File: config.mk
export PLATFORM = sky130hd
export DESIGN_NAME = dac_parallel_tx
export DESIGN_NICKNAME = d
export VERILOG_FILES = /design/src/rtl/dac_parallel_tx.sv
export SDC_FILE = /design/constraint.sdc
export NUM_CORES = 1
export LEC_CHECK = 0
export BUFFER_PORTS_ARGS = -buffer_cell sky130_fd_sc_hd__buf_2
export CAP_MARGIN = 20
export CORE_ASPECT_RATIO = 1.2
export CORE_UTILIZATION = 57
export CTS_BUF_LIST = sky130_fd_sc_hd__clkbuf_8
export CTS_CLUSTER_SIZE = 20
export DETAILED_ROUTE_END_ITERATION = 7
export GPL_TIMING_DRIVEN = 0
export HOLD_SLACK_MARGIN = 0.05
export PLACE_DENSITY_LB_ADDON = 0.2
export SLEW_MARGIN = 40
export SYNTH_ARGS = -nofsm -noshare
export SYNTH_HDL_FRONTEND = slang
export SYNTH_SLANG_ARGS = --single-unit
File: constraint.sdc
create_clock -name clk -period 3 [get_ports clk]
set_clock_uncertainty 0.2 [all_clocks]
set_input_delay 0.3 -clock clk [delete_from_list [all_inputs] [get_ports clk]]
set_output_delay 0.3 -clock clk [all_outputs]
set_load 0.005 [all_outputs]
File: src/rtl/dac_parallel_tx.sv
// rtl/dac_parallel_tx.sv - FIFO-buffered sample stream to a parallel 10-bit DAC with generated latch clock
module dac_parallel_tx #(
    parameter int CLK_FRE   = 50,
    parameter int DAC_FRE   = 5000,
    parameter int PRIME_LVL = 8
) (
    input  logic       clk,
    input  logic       rst,
    input  logic       dac_en,
    input  logic [9:0] s_data,
    input  logic       s_valid,
    output logic       s_ready,
    output logic [4:0] fifo_level,
    output logic       underflow,
    output logic [7:0] underrun_cnt,
    output logic [9:0] dac_db,
    output logic       dac_clk
);
    localparam int DIV = (CLK_FRE * 1000) / DAC_FRE;
    localparam int CW  = (DIV < 4) ? 2 : $clog2(DIV);
    localparam logic [CW-1:0] CNT_MAX     = CW'(DIV - 1);
    localparam logic [CW-1:0] CNT_HALF    = CW'(DIV / 2);
    localparam logic [4:0]    PRIME_LEVEL = 5'(PRIME_LVL);
    localparam logic [9:0]    MID_SCALE   = 10'd512;

    if (DIV < 4 || ((CLK_FRE * 1000) % DAC_FRE) != 0) begin : g_bad_div
        $error("dac_parallel_tx: CLK_FRE*1000/DAC_FRE must be an integer >= 4");
    end
    if (PRIME_LVL < 1 || PRIME_LVL > 16) begin : g_bad_prime
        $error("dac_parallel_tx: PRIME_LVL must be in 1..16");
    end

    typedef enum logic [1:0] {IDLE, PRIME, RUN} state_t;

    state_t        state_q, state_d;
    logic [CW-1:0] cnt_q, cnt_d;
    logic [9:0]    dac_db_q, dac_db_d;
    logic          dac_clk_q, dac_clk_d;
    logic          underflow_q, underflow_d;
    logic [7:0]    underrun_q, underrun_d;
    logic [4:0]    level_q, level_d;
    logic [3:0]    wr_ptr_q, wr_ptr_d;
    logic [3:0]    rd_ptr_q, rd_ptr_d;
    logic [9:0]    mem_q [16];
    logic          push, pop, tick;

    assign s_ready      = (level_q != 5'd16);
    assign fifo_level   = level_q;
    assign underflow    = underflow_q;
    assign underrun_cnt = underrun_q;
    assign dac_db       = dac_db_q;
    assign dac_clk      = dac_clk_q;

    // Next-state: update-rate divider, run FSM, pop/underflow decisions and FIFO bookkeeping
    always_comb begin
        state_d     = state_q;
        cnt_d       = cnt_q;
        dac_db_d    = dac_db_q;
        underflow_d = 1'b0;
        underrun_d  = underrun_q;
        pop         = 1'b0;
        push        = s_valid && s_ready;
        tick        = (state_q != IDLE) && (cnt_q == CNT_MAX);

        case (state_q)
            IDLE: begin
                cnt_d    = '0;
                dac_db_d = MID_SCALE;
                if (dac_en) begin
                    state_d = PRIME;
                end
            end
            PRIME: begin
                cnt_d = tick ? '0 : cnt_q + CW'(1);
                if (tick) begin
                    if (!dac_en) begin
                        state_d  = IDLE;
                        dac_db_d = MID_SCALE;
                    end else if (level_q >= PRIME_LEVEL) begin
                        state_d  = RUN;
                        pop      = 1'b1;
                        dac_db_d = mem_q[rd_ptr_q];
                    end
                end
            end
            RUN: begin
                cnt_d = tick ? '0 : cnt_q + CW'(1);
                if (tick) begin
                    if (!dac_en) begin
                        // Drain tick: finish the period, park mid-scale, keep FIFO contents
                        state_d  = IDLE;
                        dac_db_d = MID_SCALE;
                    end else if (level_q != 5'd0) begin
                        pop      = 1'b1;
                        dac_db_d = mem_q[rd_ptr_q];
                    end else begin
                        underflow_d = 1'b1;
                        if (underrun_q != 8'hFF) begin
                            underrun_d = underrun_q + 8'd1;
                        end
                    end
                end
            end
            default: begin
                state_d  = IDLE;
                cnt_d    = '0;
                dac_db_d = MID_SCALE;
            end
        endcase

        // Latch clock rises half a period after each data change
        dac_clk_d = (state_d != IDLE) && (cnt_d >= CNT_HALF);

        level_d  = level_q + {4'd0, push} - {4'd0, pop};
        wr_ptr_d = push ? wr_ptr_q + 4'd1 : wr_ptr_q;
        rd_ptr_d = pop  ? rd_ptr_q + 4'd1 : rd_ptr_q;
    end

    // State registers; reset wins over any in-flight push or pop
    always_ff @(posedge clk) begin
        if (rst) begin
            state_q     <= IDLE;
            cnt_q       <= '0;
            dac_db_q    <= MID_SCALE;
            dac_clk_q   <= 1'b0;
            underflow_q <= 1'b0;
            underrun_q  <= 8'd0;
            level_q     <= 5'd0;
            wr_ptr_q    <= 4'd0;
            rd_ptr_q    <= 4'd0;
        end else begin
            state_q     <= state_d;
            cnt_q       <= cnt_d;
            dac_db_q    <= dac_db_d;
            dac_clk_q   <= dac_clk_d;
            underflow_q <= underflow_d;
            underrun_q  <= underrun_d;
            level_q     <= level_d;
            wr_ptr_q    <= wr_ptr_d;
            rd_ptr_q    <= rd_ptr_d;
        end
    end

    // Sample storage; no reset needed since occupancy is tracked by level_q
    always_ff @(posedge clk) begin
        if (!rst && push) begin
            mem_q[wr_ptr_q] <= s_data;
        end
    end
endmodule

# Word level (Yosys, flattened, before mapping)
# Memory sizes are Yosys's and may differ from the RTL's. A register that Yosys moved wholly into a read port is not among the register bits.
# Cells that the tools add are included.
# totals
out_inout_bits	26
mem_count	1
reg_bits	39
ram_bits	160
wordCells	72
inputBits	14
# classes
n_bitwise	4
n_mux	28
reduce_logical	13
eq_ne	9
n_addsub	6
n_lt_le_gt_ge	2
# memory_table
memory	depth	word_bits	rd	rd_ports_with_merged_regs	wr	line	text
mem_q	16	10	1	1	1	44	logic [9:0] mem_q [16];
# op_table
operator	count
$mux 10	6
$pmux 10 s2	1
$mux 4	4
$add 4x1->4 const B	3
$mux 2	6
$mux 1	9
$add 8x1->8 const B	1
$ne 8x8->1 const B	1
$ne 3x3->1 const B	2
$pmux 2 s3	1
$add 5x1->5	1
$ge 5x4->1 const B	1
$ne 5x5->1 const B	1
$reduce_and 5->1	1
$reduce_bool 5->1	1
$sub 5x1->5	1
$eq 4x4->1 const B	1
$ge 4x3->1 const B	1
$logic_and 1x1->1	4
$ne 2x2->1 const B	2
$not 1->1	4
$reduce_and 4->1	1
$reduce_bool 2->1	2
$reduce_or 4->1	1
other kinds (6)	6

# Longest topological paths before layout
# depth
ltp_word	7
mapped_depth	15
depth_no_buf	14

# Worst setup path before layout
# No wires, ideal clock.
# synth_path
kind	flip-flop to flip-flop
start	reg level_q[2] (netlist: fifo_level[2])
end	reg level_q[4] (netlist: fifo_level[4])
required_time_ns	2.668
setup_ns	0.132
setup_slack_ns	-0.133
stages_incl_launch_ff	16
period_less_slack_ns	3.133
arrival_ns	2.801
path_buffers	1
cell_sequence	dfxtp_1 > inv_1 > ha_1 > or4b_1 > and3_1 > clkbuf_1 > nor3_1 > ha_1 > inv_1 > ha_1 > inv_1 > fa_1 > nand2b_1 > a21oi_1 > or3_1 > a21oi_1
# synth_via
elab_chain_len	6
word_cells_on_any_way	13
classes_between	add/sub (2); order compare (1); eq/ne (1); mux (7); reduce/logical (2)
# synth_lines
item	line	text
start: declaration	41	logic [4:0] level_q, level_d;
start signal: assignment	138	level_q <= level_d;
$ge 5x4->1 / $reduce_bool 5->1 (equally long branches)	79, 93	
$mux 1 (on tied branches)	79, 93	
$mux 1 (on tied branches)	76, 89	
$mux 1 (on tied branches)	75, 88	
$pmux 1 s2	65	case (state_q)
$sub 5x1->5 (*)	114	level_d = level_q + {4'd0, push} - {4'd0, pop};
# Mark *: on every way between the ends. The rest lies on a longest branch, timed or not.
# A chain may end at the register's enable or synchronous reset.

# Worst setup path after layout
# Same ends and word-level chain as after synthesis.

==> reports/results.ini <==
[worst_setup_path]
endpoint_kind=register
start_kind=register
ff2ff_setup_slack_ns=0.01
rr_startpoint=fifo_level[2]$_SDFF_PP0_
worst_r2r_path_depth=15
crit_required_ns=3.22
cp_cell_sequence=inv_2 > buf_6 > ha_4 > or4b_4 > nor2_4 > nor3_2 > ha_1 > inv_1 > ha_2 > inv_2 > fa_2 > nand2b_4 > a21oi_4 > or3_4 > a21oi_2
path_buf_inv=4
slowest_stage=or4b_4
cp_top_family=simple AND/OR/NAND/NOR gates
path_max_fanout=3
slowest_delay_ns=0.48
worst-setup-path-type=register to register
rr_endpoint=fifo_level[4]$_SDFF_PP0_
arrival_ns=3.21
cp_common_cell=inv_2

[layout]
final_cells=797
layout_commonest_cell=edfxtp_1
final_cell_mix=160 x edfxtp_1, 42 x buf_2, 38 x mux4_2, 38 x dfxtp_1, 31 x clkbuf_8
fillers=928
num-nets-final=638
final_core_util_pct=68.89
regArea_um2=5677
antenna_cells=0
area.growth.synth_to_final_pct=16.79
drive_gt1_share_pct=29.07
multi_input_area_um2=2546

[synthesis]
syn-num-nets=541
ys_seq_area_share_pct=68.91
yosys.area_share.simple_pct=7.959
netlist.area_leader.share_pct=58.44
ys_ff_latch=203
synth_compound_area_share_pct=5.905
synth_warnings=0
synthAdderAreaFrac_pct=3.287
synth_edf_count=160
synth_cells=506
synthMuxAreaShare_pct=11.31
yosysTopAreaCell=edfxtp_1
synth_area_um2=8222
async_flop_share_pct=0
synth_top_family_by_area=multiplexers
synth_area_per_cell_um2=16.25
synth_ff_type=edfxtp_1
synth.distinct_cells=51
synthTopCellsByArea=edfxtp_1 58%, dfxtp_1 10%, mux4_2 10%, ha_1 3.0%, nor2_1 1.8%
synth_xor_area_share_pct=0.7457

[worst_hold_path]
holdPathStages=1
hold_path_class=register to register
min_to=cnt_q[0]$_SDFF_PP0_
hold_start=cnt_q[0]$_SDFF_PP0_

[floorplanning]
rows=47
fp.dieW_um=111.6
die_y_um=133.6
io_pins=40
core_area_um2=13940
dieArea_um2=14910
start_util_pct=58.99

[cts]
cts_buffers=31
clock-sinks=203
clockBufferDepth=3
htreeDepth=1
insertion_delay_ns=0.55
clk_pin_slew_ns=0.06
clock-root-buffer=clkbuf_8
cts_tree=yes

[routing]
viasPerCell=5.966
wl_um=17120
drt_iter0_drc=349
antenna_left=0
via_count=4755
wl_per_cell_um=21.47
drc=3
first_pass_iters=6

[global_route]
antenna_found_initial=0
grt_overflow=0
grt.total_usage_pct=24.11
grt_pass1_vias=5109
grt_max_degree=17
grt_pass1_wl_um=26920

[power]
peakVddDrop_v=0.0006455
power_density_nw_per_um2=617.6
leakagePower_nw=3.273

[placed_design]
numPortBuffers=38
place_worst_setup_slack_ns=-0.4412
routabilityCongestion=0.7960
hpwl_um=10630
numPlacedInstances=715

[job]
max_cap_viol_count=0

[sta]
final_hold_viol_count=0
rsz0062_at_grt=true
max_freq_ghz=0.3344
finalWorstSetupSlack_ns=0.009910
report.final.setup_viol=0
fin_setup_tns_ns=0
final_max_slew_viol_count=0
period_share_pct=99.67
slew_headroom_pct=46.31
fin_crit_ns=2.990
worst_slew_pin_slew_ns=0.8024

[outcome]
outcome=finished with violations
violations=design-rule violations

## layer usage
metal	part of all wire, %	track usage, %	vias up
li1	-	-	2192
met1	38	28.14	2371
met2	54	44.31	157
met3	4.8	3.458	35
met4	3.0	10.29	0
met5	0	0	-
## through the flow
step	hold WS, ns	total power [mW]	instance area [µm²]
after floorplan	0.1989	3.516	8245
after global placement	0.2511	3.649	8650
after detailed placement	0.2558	3.678	8690
after CTS	0.2760	5.887	9522
after global routing	0.2737	6.145	9602
final	0.2503	5.930	9602
## worst max path at each step
| stage | startpoint | endpoint | slack (ns) | cells after the start |
|---|---|---|---|---|
| finish | fifo_level[2]$_SDFF_PP0_ | fifo_level[4]$_SDFF_PP0_ | 0.01 | 15 |
| floorplan | fifo_level[2]$_SDFF_PP0_ | fifo_level[4]$_SDFF_PP0_ | 0.03 | 15 |
| global route | fifo_level[2]$_SDFF_PP0_ | fifo_level[4]$_SDFF_PP0_ | -0.09 | 15 |
| CTS | fifo_level[2]$_SDFF_PP0_ | fifo_level[4]$_SDFF_PP0_ | -0.008 | 15 |
| global placement | state_q[0]$_SDFF_PP0_ | fifo_level[4]$_SDFF_PP0_ | -0.36 | 14 |
| detailed placement | state_q[0]$_SDFF_PP0_ | fifo_level[4]$_SDFF_PP0_ | -0.44 | 14 |
## repair_timing
item	in CTS	in global routing
resized for setup	16	13
hold buffers	13	0
endpoints found under the setup margin	4	1
endpoints found under the hold margin	169	0
buffers inserted	10	5
gates cloned	0	0
pin swaps	11	9
## where the power goes
| part | internal [mW] | switching [mW] | total, mW |
|---|---|---|---|
| combinational | 0.316 | 0.336 | 0.652 |
| clock | 1.13 | 0.998 | 2.13 |
| sequential | 3.10 | 0.0472 | 3.15 |
## synthesized netlist by cell type (2+ instances only)
library cell and number:
a21o_1 2, a21oi_1 22, a22o_1 8, a22oi_1 19, a311oi_1 2, and2_1 3, and3_1 3, and4_1 3
buf_1 7, buf_2 4, clkbuf_1 9, dfxtp_1 43, edfxtp_1 160, ha_1 20, inv_1 17, mux2_1 2
mux2i_1 4, mux4_2 38, nand2_1 23, nand2b_1 4, nand3_1 11, nand3b_1 4, nand4bb_1 2, nor2_1 40
nor2b_1 8, nor3_1 2, o21ai_0 5, o31ai_1 6, or3_1 4, or4_1 4, or4b_1 2, xnor2_1 3
xor2_1 4
## state kept, by name, indices dropped and copies added (netlist names), named ones only
| signal | cells |
|---|---|
| mem_q | 160 |
| underflow | 1 |
| dac_clk | 1 |
| underrun_cnt | 8 |
| state_q | 2 |
| fifo_level | 5 |
| rd_ptr_q | 4 |
| cnt_q | 4 |
| wr_ptr_q | 4 |
| dac_db | 10 |
## kinds of logic (layout without fill, tap and decap cells)
| family | after synthesis | after routing |
|---|---|---|
| multiplexers | 45 | 45 |
| AO/OA/AOI/OAI | 71 | 71 |
| XOR/XNOR | 7 | 7 |
| adder cells (fa/ha/maj) | 21 | 21 |
| buffers and inverters | 38 | 158 |
| flip-flops | 203 | 203 |
| AND/OR/NAND/NOR | 121 | 121 |
## layout make-up
type                       instances  area share [%]
buffer                            19          0.8861
clock buffer                      31           4.444
clock inverter                    25           1.590
inverter                          17          0.6646
multi-input combinational        265           26.52
sequential                       203           59.12
tap                              171           2.228
timing repair buffer              66           4.548
(Power assumes the default switching activity.)
